===== src/rtl/matrix_dma_bridge.sv =====
// Bridges the matrix accelerator's single-word DMA port onto a Wishbone classic master.
// One transaction in flight; every bus cycle is bounded by a timeout and errors are sticky.
module matrix_dma_bridge #(
  parameter int unsigned TIMEOUT_CYCLES = 256,
  parameter logic [31:0] ERR_DATA       = 32'hDEADBEEF
) (
  input  logic        clk,
  input  logic        reset,
  input  logic        cl_req_i,
  input  logic        cl_we_i,
  input  logic [31:0] cl_addr_i,
  input  logic [31:0] cl_wdata_i,
  output logic        cl_ack_o,
  output logic [31:0] cl_rdata_o,
  output logic        m_cyc_o,
  output logic        m_stb_o,
  output logic        m_we_o,
  output logic [3:0]  m_sel_o,
  output logic [31:0] m_adr_o,
  output logic [31:0] m_dat_o,
  input  logic [31:0] m_dat_i,
  input  logic        m_ack_i,
  input  logic        m_err_i,
  output logic        busy_o,
  output logic        err_o,
  output logic [1:0]  err_code_o,
  input  logic        err_clr_i,
  output logic [31:0] xfer_count_o
);

  localparam int unsigned CntW = (TIMEOUT_CYCLES > 2) ? $clog2(TIMEOUT_CYCLES) : 1;
  localparam logic [CntW-1:0] CntMax = CntW'(TIMEOUT_CYCLES - 1);

  localparam logic [1:0] ErrNone    = 2'b00;
  localparam logic [1:0] ErrBus     = 2'b01;
  localparam logic [1:0] ErrTimeout = 2'b10;
  localparam logic [1:0] ErrAlign   = 2'b11;

  typedef enum logic [1:0] {StIdle, StBus, StResp} state_e;

  state_e          state_q, state_d;
  logic [CntW-1:0] cnt_q, cnt_d;
  logic            cyc_q, cyc_d;
  logic            we_q, we_d;
  logic [31:0]     adr_q, adr_d;
  logic [31:0]     dat_q, dat_d;
  logic [31:0]     rdata_q, rdata_d;
  logic            err_q, err_d;
  logic [1:0]      code_q, code_d;
  logic [31:0]     count_q, count_d;

  logic            enter_resp;
  logic [1:0]      new_err;
  logic [31:0]     resp_data;

  always_comb begin
    state_d    = state_q;
    cnt_d      = cnt_q;
    cyc_d      = cyc_q;
    we_d       = we_q;
    adr_d      = adr_q;
    dat_d      = dat_q;
    rdata_d    = rdata_q;
    err_d      = err_q;
    code_d     = code_q;
    count_d    = count_q;
    enter_resp = 1'b0;
    new_err    = ErrNone;
    resp_data  = 32'h0;

    unique case (state_q)
      StIdle: begin
        if (cl_req_i) begin
          if (cl_addr_i[1:0] != 2'b00) begin
            state_d    = StResp;
            enter_resp = 1'b1;
            new_err    = ErrAlign;
            resp_data  = cl_we_i ? 32'h0 : ERR_DATA;
          end else begin
            state_d = StBus;
            cyc_d   = 1'b1;
            we_d    = cl_we_i;
            adr_d   = cl_addr_i;
            dat_d   = cl_wdata_i;
            cnt_d   = '0;
          end
        end
      end
      StBus: begin
        cnt_d = cnt_q + CntW'(1);
        // Ack/err are checked before expiry so a response on the last cycle is honoured.
        if (m_err_i) begin
          enter_resp = 1'b1;
          new_err    = ErrBus;
          resp_data  = we_q ? 32'h0 : ERR_DATA;
        end else if (m_ack_i) begin
          enter_resp = 1'b1;
          resp_data  = we_q ? 32'h0 : m_dat_i;
        end else if (cnt_q == CntMax) begin
          enter_resp = 1'b1;
          new_err    = ErrTimeout;
          resp_data  = we_q ? 32'h0 : ERR_DATA;
        end
        if (enter_resp) begin
          state_d = StResp;
          cyc_d   = 1'b0;
          cnt_d   = '0;
        end
      end
      StResp: state_d = StIdle;
      default: state_d = StIdle;
    endcase

    if (enter_resp) begin
      rdata_d = resp_data;
      count_d = count_q + 32'd1;
    end

    // Clear wins over a same-edge error; otherwise only the first error is kept.
    if (err_clr_i) begin
      err_d  = 1'b0;
      code_d = ErrNone;
    end else if (new_err != ErrNone && !err_q) begin
      err_d  = 1'b1;
      code_d = new_err;
    end
  end

  always_ff @(posedge clk) begin
    if (reset) begin
      state_q <= StIdle;
      cnt_q   <= '0;
      cyc_q   <= 1'b0;
      we_q    <= 1'b0;
      adr_q   <= 32'h0;
      dat_q   <= 32'h0;
      rdata_q <= 32'h0;
      err_q   <= 1'b0;
      code_q  <= ErrNone;
      count_q <= 32'h0;
    end else begin
      state_q <= state_d;
      cnt_q   <= cnt_d;
      cyc_q   <= cyc_d;
      we_q    <= we_d;
      adr_q   <= adr_d;
      dat_q   <= dat_d;
      rdata_q <= rdata_d;
      err_q   <= err_d;
      code_q  <= code_d;
      count_q <= count_d;
    end
  end

  assign cl_ack_o     = (state_q == StResp);
  assign cl_rdata_o   = rdata_q;
  assign m_cyc_o      = cyc_q;
  assign m_stb_o      = cyc_q;
  assign m_we_o       = we_q;
  assign m_sel_o      = cyc_q ? 4'hF : 4'h0;
  assign m_adr_o      = adr_q;
  assign m_dat_o      = dat_q;
  assign busy_o       = (state_q != StIdle);
  assign err_o        = err_q;
  assign err_code_o   = code_q;
  assign xfer_count_o = count_q;

endmodule


===== config.mk =====
export PLATFORM = sky130hd
export DESIGN_NAME = matrix_dma_bridge
export DESIGN_NICKNAME = d
export VERILOG_FILES = /design/src/rtl/matrix_dma_bridge.sv
export SDC_FILE = /design/constraint.sdc
export NUM_CORES = 1
export LEC_CHECK = 0
export ABC_AREA = 1
export BUFFER_PORTS_ARGS = -buffer_cell sky130_fd_sc_hd__buf_2
export CAP_MARGIN = 10
export CORE_MARGIN = 4
export CORE_UTILIZATION = 40
export DETAILED_ROUTE_END_ITERATION = 8
export HOLD_SLACK_MARGIN = 0.1
export PLACE_DENSITY = 0.78
export SYNTH_ARGS = -nofsm -noshare
export SYNTH_HDL_FRONTEND = slang
export SYNTH_SLANG_ARGS = --single-unit

===== constraint.sdc =====
create_clock -name clk -period 4.9 [get_ports clk]
set_clock_uncertainty 0.1 [all_clocks]
set_input_delay 0.735 -clock clk [delete_from_list [all_inputs] [get_ports clk]]
set_output_delay 0.735 -clock clk [all_outputs]
set_load 0.01 [all_outputs]

Yosys cells after proc, flatten, opt, wreduce, memory -nomap -nowiden

Index checks and enable logic that the tools add are counted.

Add/subtract/negate cells: 2
Equal/unequal tests: 6
Muxes and demuxes: 35
Bitwise gates (word level): 1
Reduce and logical (&&, ||, !) cells: 12

Operators by type and width:

| operator                                            | number |
|---|---|
| two-way mux 32 bit                                  | 8 |
| case mux 32 bit (2 select lines)                    | 1 |
| adder 32 x 1 -> 32 bit, second input constant       | 1 |
| two-way mux 8 bit                                   | 3 |
| two-way mux 2 bit                                   | 8 |
| case mux 8 bit (2 select lines)                     | 1 |
| two-way mux 1 bit                                   | 9 |
| adder 8 x 1 -> 8 bit, second input constant         | 1 |
| equality test 8 bit, second input constant          | 1 |
| case mux 2 bit (2 select lines)                     | 2 |
| nonzero test 2 bit                                  | 4 |
| != test 2 bit, second input constant                | 3 |
| AND reduction 3 bit                                 | 2 |
| two-way mux 4 bit                                   | 1 |
| case mux 1 bit (2 select lines)                     | 2 |
| AND reduction 4 bit                                 | 1 |
| equality test 2 x 1 -> 1 bit, second input constant | 1 |
| equality test 2 bit, second input constant          | 1 |
| logical NOT 2 bit                                   | 1 |
| AND reduction 2 bit                                 | 1 |
| OR reduction 2 bit                                  | 1 |
| logical AND 1 bit                                   | 1 |
| logical NOT 1 bit                                   | 1 |
| NOT 1 bit                                           | 1 |

Register bits: 143
Bits of input ports: 103
Output and inout bits: 140
Word-level logic and storage cells: 66

Depth between registers and ports, before layout

Depth in word-level cells: 7
Depth in mapped cells: 12

Least setup slack after synthesis

Ideal clock, no wire load.

Path type: input port to flip-flop
Start point: in cl_addr_i[0]
End point: reg adr_q[24], in the netlist m_adr_o[24]
Data arrival time: 1861 ps
Required time: 4684 ps
Path slack: 2823 ps
Stages: 9
Buffers on the path: 2
Cell sequence: or2_1 > a21oi_4 > nand2_4 > nor2_8 > inv_2 > buf_6 > buf_6 > nor2_2 > nor2_1

Word-level cells in the longest chain between the ends: 3

RTL lines:

| element                       | RTL line | text |
|---|---|---|
| start, declared               | 11       | `input logic [31:0] cl_addr_i,` |
| nonzero test 2 bit            | 74       | `if (cl_addr_i[1:0] != 2'b00) begin` |
| NOT 1 bit (no line)           | n/a      |  |
| AND reduction 3 bit (no line) | n/a      |  |
| end signal, assigned          | 146      | `adr_q <= adr_d;` |
| end, declared                 | 45       | `logic [31:0] adr_q, adr_d;` |

No other way between the ends.
A chain may end at the register's enable or synchronous reset.

==> run metrics <==
Vias/cell 4.93; hold buffer count at cts 0; Min-Delay Startpoint cl_rdata_o[20]; Setup crit start kind register; critical setup path kind register to register; summed instance area of the synthesized netlist roughly 6200 µm²; result of the run completed; area of the multi-input gates 2880 µm²; total routing usage reported by global routing about a fifth; total power around 2.9 mW; remaining global-route overflow 0; Cell Pwr Density ~360 nW/µm²; Max transition margin between 30% and 40%; count of final max-slew check failures 0; reported max-cap violation count 0; switching power total approximately 780 µW; routability congestion estimate from global placement 0.950; share of total power in combinational logic between 10% and 20%; wire length of the first global-routing pass 29.8 mm; height of the die about 130 µm; Die Width ~130 µm; instance count along the most critical hold path 2; effective utilization at floorplan roughly 41%; leakage power of the design between 3 and 4 nW; vias post-DR 6329; distinct cell type count after synthesis 35; register share of total power between 40 and 50%; internal power between 2 and 2.5 mW; proportion of netlist area held by the largest area contributor a little under half; number of cells produced by synthesis 866; average cell area after synthesis around 7.1 µm²; clock slew at the register clock pins of the worst setup and hold paths approximately 0.06 ns; number of synthesized register bits between 100 and 150; start of the worst register-to-register path cnt_q[0]; clock buffer count from CTS 17; post-synthesis async set-or-reset flop share 0%; DRC viols 0; port bufs about 240; 1st-pass router iterations 5; number of flops mapped to enable cells by yosys 0; worst hold slack after final layout approximately 0.36 ns; final antenna diode count 0; number of levels in the clock H-tree 4; post-synth top area cell sky130_fd_sc_hd__dfxtp_1; Clock Root Buffer sky130_fd_sc_hd__clkbuf_16; wire length per cell after detailed routing 14.5 µm; Std-Cell Core Area between 15000 and 20000 µm²; layout cell share with drive strength beyond 1 between 20% and 30%; number of standard-cell rows in the floorplan 45; largest net degree at the start of global routing 65; Layout fillers 1463; Crit path arrival time 3.31 ns; Seq/Total Area, Yosys between 40% and 50%; area growth from synthesis to layout 28.9%; count leader, synth sky130_fd_sc_hd__nor2_1; Post-CTS Setup Bufs 0; Die Area ~18000 µm²; fraction of power consumed by the clock network around 44%; final count of negative-setup-slack endpoints 0; Post-Route Setup TNS 0 ns; count of cells resized by post-cts repair 0; required time worst endpoint 5.11 ns; number of DRC markers in iteration 0 about 360; Endpoint, Worst Hold cl_rdata_o[20]; Max Buffers Root-to-Sink 2; count of final hold-check violations 0; remaining antenna violation count after routing 0; number of warnings issued by yosys 0; transition time at the pin with the least slew margin 0.967 ns; destination of the worst register-to-register timing path m_dat_o[20]; post-route minimum period 3.10 ns; dpl hpwl ~13 mm; share of the clock period used by the worst path after layout 63.2%; register-to-register setup slack ~1.8 ns; Routed Wire Length between 15 and 20 mm; area taken by flip-flops and latches approximately 2900 µm²; Hold Path Class register to register; number of antenna violations at the first check in global routing 0; CTS tree built; flip-flop cell with the highest count after synthesis sky130_fd_sc_hd__dfxtp_1; post-synthesis net count a little under 1000; peak ir drop on the vdd network 266 µV; dominant cells by area after synthesis sky130_fd_sc_hd__dfxtp_1 46%, sky130_fd_sc_hd__nor2_1 11%, sky130_fd_sc_hd__nand2_1 10%, sky130_fd_sc_hd__o21ai_0 9.3%, sky130_fd_sc_hd__a21oi_1 4.6%; largest fanout of any net on the critical path 64; endpoint type of the worst setup path register; leading cell types by count after synthesis 181 x sky130_fd_sc_hd__nor2_1, 172 x sky130_fd_sc_hd__nand2_1, 143 x sky130_fd_sc_hd__dfxtp_1; number of nets in the finished design 1187; sinks on the clock net between 100 and 150; Worst-Skew Late Latency 0.42 ns; IO Pins roughly 240; number of cell instances on the worst register-to-register path 11; RSZ-0062 raised after global routing no; maximum clock frequency ~320 MHz; sw frac a little over a quarter; number of global-route vias before repair 6100
## logic make-up after synthesis
| family | count (synthesis) | share of synthesized area, % |
|---|---|---|
| compound gates | 187 | 15.9 |
| xor+xnor | 8 | 1.13 |
| fa+ha+maj | 2 | 0.405 |
| buf+inv | 94 | 7.18 |
| flops | 143 | 46.3 |
| simple gates | 432 | 29.0 |
## flip-flops by register name, indices dropped and copies added, names as in the netlist
name          flops
m_dat_o          32
m_adr_o          32
err_code_o        2
err_o             1
cnt_q             8
m_cyc_o           1
xfer_count_o     32
state_q           2
m_we_o            1
cl_rdata_o       32
## cell type report
| cell class | instances | area share [%] |
|---|---|---|
| Tap cell | 188 | 2.95 |
| Inverter | 46 | 2.17 |
| Timing Repair Buffer | 245 | 15.6 |
| Clock buffer | 19 | 5.56 |
| Multi-Input combinational cell | 629 | 36.1 |
| Sequential cell | 143 | 35.9 |
| Clock inverter | 13 | 1.66 |
## worst max path at each step
stage | slack (ns) | from | endpoint
3_5_place_dp | 1.47 | cl_addr_i[0] | m_adr_o[22]
5_1_grt | 1.52 | cnt_q[0] | m_adr_o[22]
2_1_floorplan | 2.82 | cl_addr_i[0] | m_adr_o[24]
3_3_place_gp | 1.49 | cl_addr_i[0] | m_adr_o[20]
6_report | 1.80 | cnt_q[0] | m_dat_o[20]
4_1_cts | 1.80 | cnt_q[0] | m_dat_o[20]
## metrics by stage
step	cells	cell area, µm²	setup WS [ns]	utilization [%]
finish	1283	7970	1.80	52.6
global route	1283	7970	1.52	52.6
CTS	1283	7970	1.80	52.6
detailed placement	1251	7390	1.47	48.8
global placement	1251	7390	1.49	48.8
floorplan	866	6180	2.82	-
## routing by layer
metal / vias to the layer above / track usage [%] / share of wire [%]
met3: 29 / 7.75 / 9.9
met2: 250 / 35.4 / 48
met1: 2838 / 24.2 / 40
li1: 3212 / - / -
met5: - / 0 / 0
met4: 0 / 6.76 / 2.1
## worst max-delay path, cell delays in order (launching register included)
cell	delay [ns]
sky130_fd_sc_hd__dfxtp_1	0.38
sky130_fd_sc_hd__ha_1	0.20
sky130_fd_sc_hd__nand2_1	0.08
sky130_fd_sc_hd__nor2_2	0.15
sky130_fd_sc_hd__nand2_1	0.12
sky130_fd_sc_hd__nand2_2	0.13
sky130_fd_sc_hd__nand2_4	0.09
sky130_fd_sc_hd__nor2_8	0.56
sky130_fd_sc_hd__inv_2	0.55
sky130_fd_sc_hd__buf_4	0.40
sky130_fd_sc_hd__nor2_1	0.13
sky130_fd_sc_hd__nor2_1	0.05
## cell usage in the layout (no fill, tap or decap), drive strengths merged
cell      Yosys  routed
nor2        213     213
or2           1       1
o21bai        1       1
a21oi        60      60
inv          46      50
and2          1       1
nor3b         1       1
o21ai       119     119
nand3        31      31
dfxtp       143     143
a31oi         1       1
nand2       176     176
clkbuf       15      19
bufinv        0       1
a211oi        2       2
clkinvlp      0       3
buf          33     245
ha            2       2
a21boi        2       2
xnor2         2       2
nand4         5       5
o21a          1       1
xor2          6       6
clkinv        0       5
nor3          4       4
a22oi         1       1
## power groups by stage
stage | combinational, mW | clock (mW) | sequential (mW)
6_report | 0.333 | 1.25 | 1.27
5_1_grt | 0.371 | 1.33 | 1.27
4_1_cts | 0.338 | 1.28 | 1.27
3_5_place_dp | 0.337 | 0 | 1.29
3_3_place_gp | 0.332 | 0 | 1.29
2_1_floorplan | 0.163 | 0 | 1.32
(Power assumes the default switching activity.)
